===== src/rtl/rv64g_l1_dcache_port_arbiter.sv =====
// Arbitrates the single rv64g_l1_dcache request port between the scalar LSU and the VLSU,
// with scalar priority and bounded VLSU starvation. Optional perf counters: DCACHE_ARB_PERF_EN.
module rv64g_l1_dcache_port_arbiter #(
  parameter int unsigned MAX_SCALAR_STREAK = 4
) (
  input  logic        clk_i,
  input  logic        rst_i,
  input  logic        s_req_i,
  input  logic        s_we_i,
  input  logic [7:0]  s_be_i,
  input  logic [63:0] s_addr_i,
  input  logic [63:0] s_wdata_i,
  input  logic        s_amo_i,
  output logic        s_gnt_o,
  output logic        s_rvalid_o,
  output logic [63:0] s_rdata_o,
  input  logic        v_req_i,
  output logic        v_ready_o,
  output logic        v_done_o,
  output logic        c_req_o,
  output logic        c_we_o,
  output logic [7:0]  c_be_o,
  output logic [63:0] c_addr_o,
  output logic [63:0] c_wdata_o,
  output logic        c_amo_o,
  input  logic        c_gnt_i,
  input  logic        c_rvalid_i,
  input  logic [63:0] c_rdata_i,
  output logic        c_vlsu_req_o,
  input  logic        c_vlsu_ready_i,
  input  logic        c_vlsu_done_i,
`ifdef DCACHE_ARB_PERF_EN
  output logic [31:0] perf_s_grants_o,
  output logic [31:0] perf_v_grants_o,
  output logic [31:0] perf_conflict_o,
`endif
  output logic        err_o
);

  localparam int unsigned STREAK_W = (MAX_SCALAR_STREAK < 1) ? 1 : $clog2(MAX_SCALAR_STREAK + 1);
  localparam logic [STREAK_W-1:0] STREAK_MAX = STREAK_W'(MAX_SCALAR_STREAK);

  typedef enum logic [1:0] {IDLE, S_WAIT, V_BUSY} state_e;

  state_e              state_q;
  logic [STREAK_W-1:0] streak_q, streak_d;
  logic                err_q, err_d;
  logic                idle, sel_v, sel_s;

  // Arbitration only in IDLE and never while reset is held, so all outputs read 0 in reset.
  assign idle  = (state_q == IDLE) & ~rst_i;
  assign sel_v = idle & v_req_i & (~s_req_i | (streak_q == STREAK_MAX));
  assign sel_s = idle & s_req_i & ~sel_v;

  assign c_req_o      = sel_s;
  assign c_we_o       = sel_s & s_we_i;
  assign c_be_o       = sel_s ? s_be_i    : 8'h00;
  assign c_addr_o     = sel_s ? s_addr_i  : 64'h0;
  assign c_wdata_o    = sel_s ? s_wdata_i : 64'h0;
  assign c_amo_o      = sel_s & s_amo_i;
  assign s_gnt_o      = sel_s & c_gnt_i;
  assign c_vlsu_req_o = sel_v;
  assign v_ready_o    = sel_v & c_vlsu_ready_i;

  assign s_rvalid_o = c_rvalid_i & (state_q == S_WAIT) & ~rst_i;
  assign s_rdata_o  = s_rvalid_o ? c_rdata_i : 64'h0;
  assign v_done_o   = c_vlsu_done_i & (state_q == V_BUSY) & ~rst_i;
  assign err_o      = err_q;

  // Streak only counts scalar wins that a waiting VLSU request had to watch.
  always_comb begin
    streak_d = streak_q;
    if (!v_req_i || v_ready_o) begin
      streak_d = '0;
    end else if (s_gnt_o && (streak_q != STREAK_MAX)) begin
      streak_d = streak_q + STREAK_W'(1);
    end
  end

  // Responses arriving in the wrong state are dropped and flagged.
  assign err_d = err_q | (c_rvalid_i & (state_q != S_WAIT)) | (c_vlsu_done_i & (state_q != V_BUSY));

  always_ff @(posedge clk_i) begin
    if (rst_i) begin
      state_q  <= IDLE;
      streak_q <= '0;
      err_q    <= 1'b0;
    end else begin
      streak_q <= streak_d;
      err_q    <= err_d;
      case (state_q)
        IDLE: begin
          if (s_gnt_o) begin
            state_q <= S_WAIT;
          end else if (v_ready_o) begin
            state_q <= V_BUSY;
          end
        end
        S_WAIT:  if (c_rvalid_i)    state_q <= IDLE;
        V_BUSY:  if (c_vlsu_done_i) state_q <= IDLE;
        default: state_q <= IDLE;
      endcase
    end
  end

`ifdef DCACHE_ARB_PERF_EN
  logic [31:0] perf_s_q, perf_s_d, perf_v_q, perf_v_d, perf_c_q, perf_c_d;

  // Saturating event counters.
  always_comb begin
    perf_s_d = perf_s_q;
    perf_v_d = perf_v_q;
    perf_c_d = perf_c_q;
    if (s_gnt_o && (perf_s_q != 32'hFFFF_FFFF)) perf_s_d = perf_s_q + 32'd1;
    if (v_ready_o && (perf_v_q != 32'hFFFF_FFFF)) perf_v_d = perf_v_q + 32'd1;
    if (idle && s_req_i && v_req_i && (perf_c_q != 32'hFFFF_FFFF)) perf_c_d = perf_c_q + 32'd1;
  end

  always_ff @(posedge clk_i) begin
    if (rst_i) begin
      perf_s_q <= 32'd0;
      perf_v_q <= 32'd0;
      perf_c_q <= 32'd0;
    end else begin
      perf_s_q <= perf_s_d;
      perf_v_q <= perf_v_d;
      perf_c_q <= perf_c_d;
    end
  end

  assign perf_s_grants_o = perf_s_q;
  assign perf_v_grants_o = perf_v_q;
  assign perf_conflict_o = perf_c_q;
`endif

endmodule


===== config.mk =====
export PLATFORM = sky130hd
export DESIGN_NAME = rv64g_l1_dcache_port_arbiter
export DESIGN_NICKNAME = d
export VERILOG_FILES = /design/src/rtl/rv64g_l1_dcache_port_arbiter.sv
export SDC_FILE = /design/constraint.sdc
export NUM_CORES = 1
export LEC_CHECK = 0
export ABC_AREA = 1
export ABC_CLOCK_PERIOD_IN_PS = 1800
export CAP_MARGIN = 30
export CORE_AREA = 2 2 164 166
export DETAILED_ROUTE_END_ITERATION = 16
export DIE_AREA = 0 0 166 168
export MAX_ROUTING_LAYER = met4
export PLACE_DENSITY_LB_ADDON = 0.2
export SYNTH_ARGS = -nofsm -noshare
export SYNTH_HDL_FRONTEND = slang
export SYNTH_SLANG_ARGS = --single-unit
export TNS_END_PERCENT = 50

===== constraint.sdc =====
create_clock -name clk_i -period 1.8 [get_ports clk_i]
set_input_delay 0.36 -clock clk_i [delete_from_list [all_inputs] [get_ports clk_i]]
set_output_delay 0.36 -clock clk_i [all_outputs]
set_load 0.02 [all_outputs]

# Yosys cells after proc, flatten, opt, wreduce, memory -nomap -nowiden
# Cells that the tools add are included.
# classes
n_addsub	1
n_reduce_logical	6
n_bitwise	21
muxes	9
eq_ne	9
# op_table
op	n
2-to-1 mux 64 bit	3
bitwise AND 1 bit	15
2-to-1 mux 2 bit	4
2-to-1 mux 8 bit	1
inequality test 2 bit (second input constant)	3
inequality test 3 bit (second input constant)	2
case mux 2 bit (3 select lines)	1
adder 3 x 1 -> 3 bit (second input constant)	1
== test 3 bit (second input constant)	1
inverter 1 bit	3
OR 1 bit	3
AND reduction 3 bit	1
== test 2 x 1 -> 1 bit (second input constant)	1
== test 2 bit (second input constant)	1
zero test 2 bit	1
inequality test 2 x 1 -> 1 bit (second input constant)	1
OR reduction 2 bit	1
logical AND 1 bit	1
zero test 1 bit	1
logical OR 1 bit	1
# word_totals
output_inout_bits	209
regBits	6
wordCells	49

# Logic depth before layout (Yosys ltp)
# logic_depth
depth_word	9
ltp_mapped	9

# Least setup slack after synthesis
# Ideal clock, no wire load.
# synth_path
path_type	flip-flop to output port
start	register state_q[0]
end	output port s_rdata_o[0]
arrival_ns	1.484
slack_ns	-0.044
stages_incl_launch_ff	8
cell_sequence	dfxtp_1 > inv_1 > nor2_1 > inv_1 > nor3_2 > inv_2 > buf_2 > nor2_1
# synth_via
elab_chain_cells	4
# synth_lines
element	line_no	rtl
from (decl)	45	state_e state_q;
from (signal assigned)	85	state_q <= IDLE;
from (signal assigned)	94	state_q <= S_WAIT;
from (signal assigned)	96	state_q <= V_BUSY;
== test 2 x 1 -> 1 bit	65	assign s_rvalid_o = c_rvalid_i & (state_q == S_WAIT) & ~rst_i;
bitwise AND 1 bit (2 in series)	65	
named net s_rvalid_o	15	output logic s_rvalid_o,
2-to-1 mux 64 bit	66	assign s_rdata_o = s_rvalid_o ? c_rdata_i : 64'h0;
to (decl)	16	output logic [63:0] s_rdata_o,
# The timed path passes the listed nets, and every way through them passes these cells.

# Worst setup path in the final report
# layout_path
start	register streak_q[0]
end	output port c_wdata_o[14]
# layout_via
elab_chain_cells	6
# layout_lines
element	line_no	rtl
from (decl)	46	logic [STREAK_W-1:0] streak_q, streak_d;
from (signal assigned)	89	streak_q <= streak_d;
== test 3 bit	52	assign sel_v = idle & v_req_i & (~s_req_i | (streak_q == STREAK_MAX));
OR 1 bit	52	
bitwise AND 1 bit	52	
inverter 1 bit	53	assign sel_s = idle & s_req_i & ~sel_v;
bitwise AND 1 bit	53	
2-to-1 mux 64 bit	59	assign c_wdata_o = sel_s ? s_wdata_i : 64'h0;
to (decl)	24	output logic [63:0] c_wdata_o,
# No other way between the ends.

==> impl_metrics.ini <==
[outcome]
violations = negative setup slack
status = finished with violations

[floorplanning]
die_y_um = 168
fp-row-count = 60
core_um2 = 26400
fp.dieArea_um2 = 27900
start_util = 0.0894
io_pins = 419
die_w_um = 166

[worst_hold_path]
hp-class = in2reg

[routing]
ant_nets = 0
vias_per_cell = 3.32
drc = 0
vias = 4454
routed_wl_um = 17400
wl_per_cell_um = 13.0
drt_first_pass_iters = 4
drt_first_iter_violations = 51

[timing]
clock.fmax_mhz = 467
hold_ws_ns = 0.527
slew_viol_final = 0
fin_crit_ns = 2.14
skew_ns = 0.00162
setup_viol = 202
tightest_slew_ns = 0.243
relSlewSlack = 0.838
rsz0062_at_grt = yes
hold_violations = 0
fin_crit_sh = 1.19
fin_ws_ns = -0.343

[placed_design]
pre_cts_slack_ns = -0.962
dp.cells = 1258
hpwl_um = 13000
io_buffers = 418
gp_congestion = 0.776

[critical_path]
cp_max_fo = 6
max_stage_delay_ns = 0.32
cpMostUsedCell = buf_12
crit_required_ns = 1.44
cp.arrival_ns = 1.78
critPathSlowestCell = dfxtp_2
critPathTopFamily = buffers and inverters
cp_num_buf_inv = 6
end_kind = output pin
crit_chain = inv_2, ha_4, nand2_4, nand2_4, nand2_8, buf_12, nand2_8, buf_12, buf_16, buf_12, nor2_4, buf_6
startpoint_type = flip-flop
crit_type = reg2out

[synth]
ys_warn_count = 0
dominantRegCellSynth = dfxtp_1
synth_cells = 483
synth_largest_area_cell = inv_1
netlist_area_um2 = 2360
async_flop_share = 0
synth_edf_count = 0
netlist_top_cells_area = inv_1 (34%), nor2_2 (27%), nor2_1 (17%)
syn_nets = 695
ys_ff_latch = 6
avgSynthCellArea_um2 = 4.88
synth_top_area_share = 0.343
synth_common_cells = inv_1 (215), nor2_1 (106), nor2_2 (100)
ys_seq_area_frac = 0.0510
yosysMostFrequentCell = inv_1
yosysUniqueCellTypes = 18

[power_and_ir_drop]
peakVddDrop_mv = 0.194
p_int_mw = 1.41
clockPowerShare = 0.161
swShare = 0.381
p_sw_mw = 0.870
pwr-share-comb = 0.777
seqPwrFrac = 0.062
power_leakage_nw = 4.59
p_per_area_nw_per_um2 = 246

[grt]
grt_max_degree = 14
antenna_found_initial = 2
grt_util_all_layers = 0.118
grt_pass1_wl_um = 25000
overflow = 0
grt_pass1_vias = 4374

[layout]
instances_no_fill = 1342
drive_gt1_frac = 0.533
syn_to_final_growth_pct = 293
nNetsFinal = 1213
fillers = 2716

[cts]
clkLatencyLatePin_ns = 0.23
numClockSinks = 6
clkTransAtPathRegs_ns = 0.03
cts_buffers = 3
root_buffer = clkbuf_16
cts.htree.levels = 1
cts_tree = done
clock_path_buffers = 2

[job]
cap_violations = 0
-- power by group through the flow --
stage,combinational [mW],clock (mW),sequential [mW]
finish,1.77,0.368,0.141
global route,1.89,0.380,0.141
detailed placement,1.33,0,0.141
global placement,1.33,0,0.141
floorplan,0.517,0,0.143
CTS,1.64,0.371,0.141
-- placed cells by master (no fill, tap or decap), types with 2 or more instances in the layout --
master,instances
inv_1,207
clkdlybuf4s50_1,206
buf_6,183
nor2_4,141
buf_4,87
nor2_2,42
nor2_1,23
buf_12,15
nand2_1,12
clkbuf_2,12
buf_8,10
inv_2,7
a21oi_1,6
buf_16,6
nand2_4,4
nand2_8,4
clkbuf_16,4
buf_2,4
dfxtp_2,4
dlygate4sd2_1,3
diode_2,2
inv_4,2
nand3_1,2
dfxtp_1,2
-- registers in the layout (all words and copies together), names as in the netlist --
register	count
state_q	2
streak_q	3
err_o	1
-- per-layer routing --
metal | vias up | wire [um] | track usage
met2 | 221 | 9700 | 0.222
li1 | 2282 | - | -
met5 | - | 0 | -
met3 | 9 | 1300 | 0.0259
met4 | 0 | 127 | 0.0129
met1 | 1942 | 6260 | 0.130
-- metrics by stage --
step / cell area, um2 / util / power [mW] / setup TNS (ns)
after floorplan: 2360 / - / 0.660 / 0
after global placement: 7080 / 0.269 / 1.47 / -180.57
after detailed placement: 7080 / 0.269 / 1.47 / -180.43
after CTS: 8410 / 0.319 / 2.15 / -52.97
after global routing: 9260 / 0.351 / 2.41 / -49.63
final: 9260 / 0.351 / 2.28 / -29.58
-- layout make-up --
type	count	area [um2]	share of cell area
Tap cell	341	427	0.0461
Timing Repair inverter	2	16.3	0.00176
Inverter	217	832	0.0899
Clock buffer	3	75.1	0.00811
Antenna cell	2	5.00	0.000541
Timing Repair Buffer	529	5550	0.599
Sequential cell	6	125	0.0135
Multi-Input combinational cell	242	2230	0.241
-- path summary, 6_finish.rpt --
check	from	end	slack, ns	cells after the start
worst min-delay path	rst_i	err_o	0.53	5
worst max-delay path	streak_q[0]	c_wdata_o[14]	-0.34	12
worst max register to register	streak_q[0]	state_q[0]	0.29	12
worst min register to register	err_o	err_o	0.58	4
-- what timing repair did --
item | 4_1_cts | 5_1_grt
resized for setup | 944 | 543
setup buffers | 48 | 22
endpoints found under the hold margin | 0 | 0
setup endpoints to repair | 208 | 208
gates cloned | 11 | 1
hold buffers | 0 | 0
pin swaps | 10 | 10
-- tightest hold or removal path: stages --
cell	delay, ns
buf_2	0.12
inv_2	0.06
buf_4	0.10
nand2_1	0.04
inv_1	0.04
-- kinds of logic (layout without fill, tap and decap cells) --
kind of cell,count (synthesis),in the layout,synth area share
buffers and inverters,238,751,0.442
and+or+nand+nor,229,232,0.477
AOI/OAI and AO/OA,7,7,0.0149
DFF,6,6,0.0510
adders and majority gates,2,2,0.0106
xor gates and xnor gates,1,1,0.00372
other,0,2,0
(Power assumes the default switching activity.)
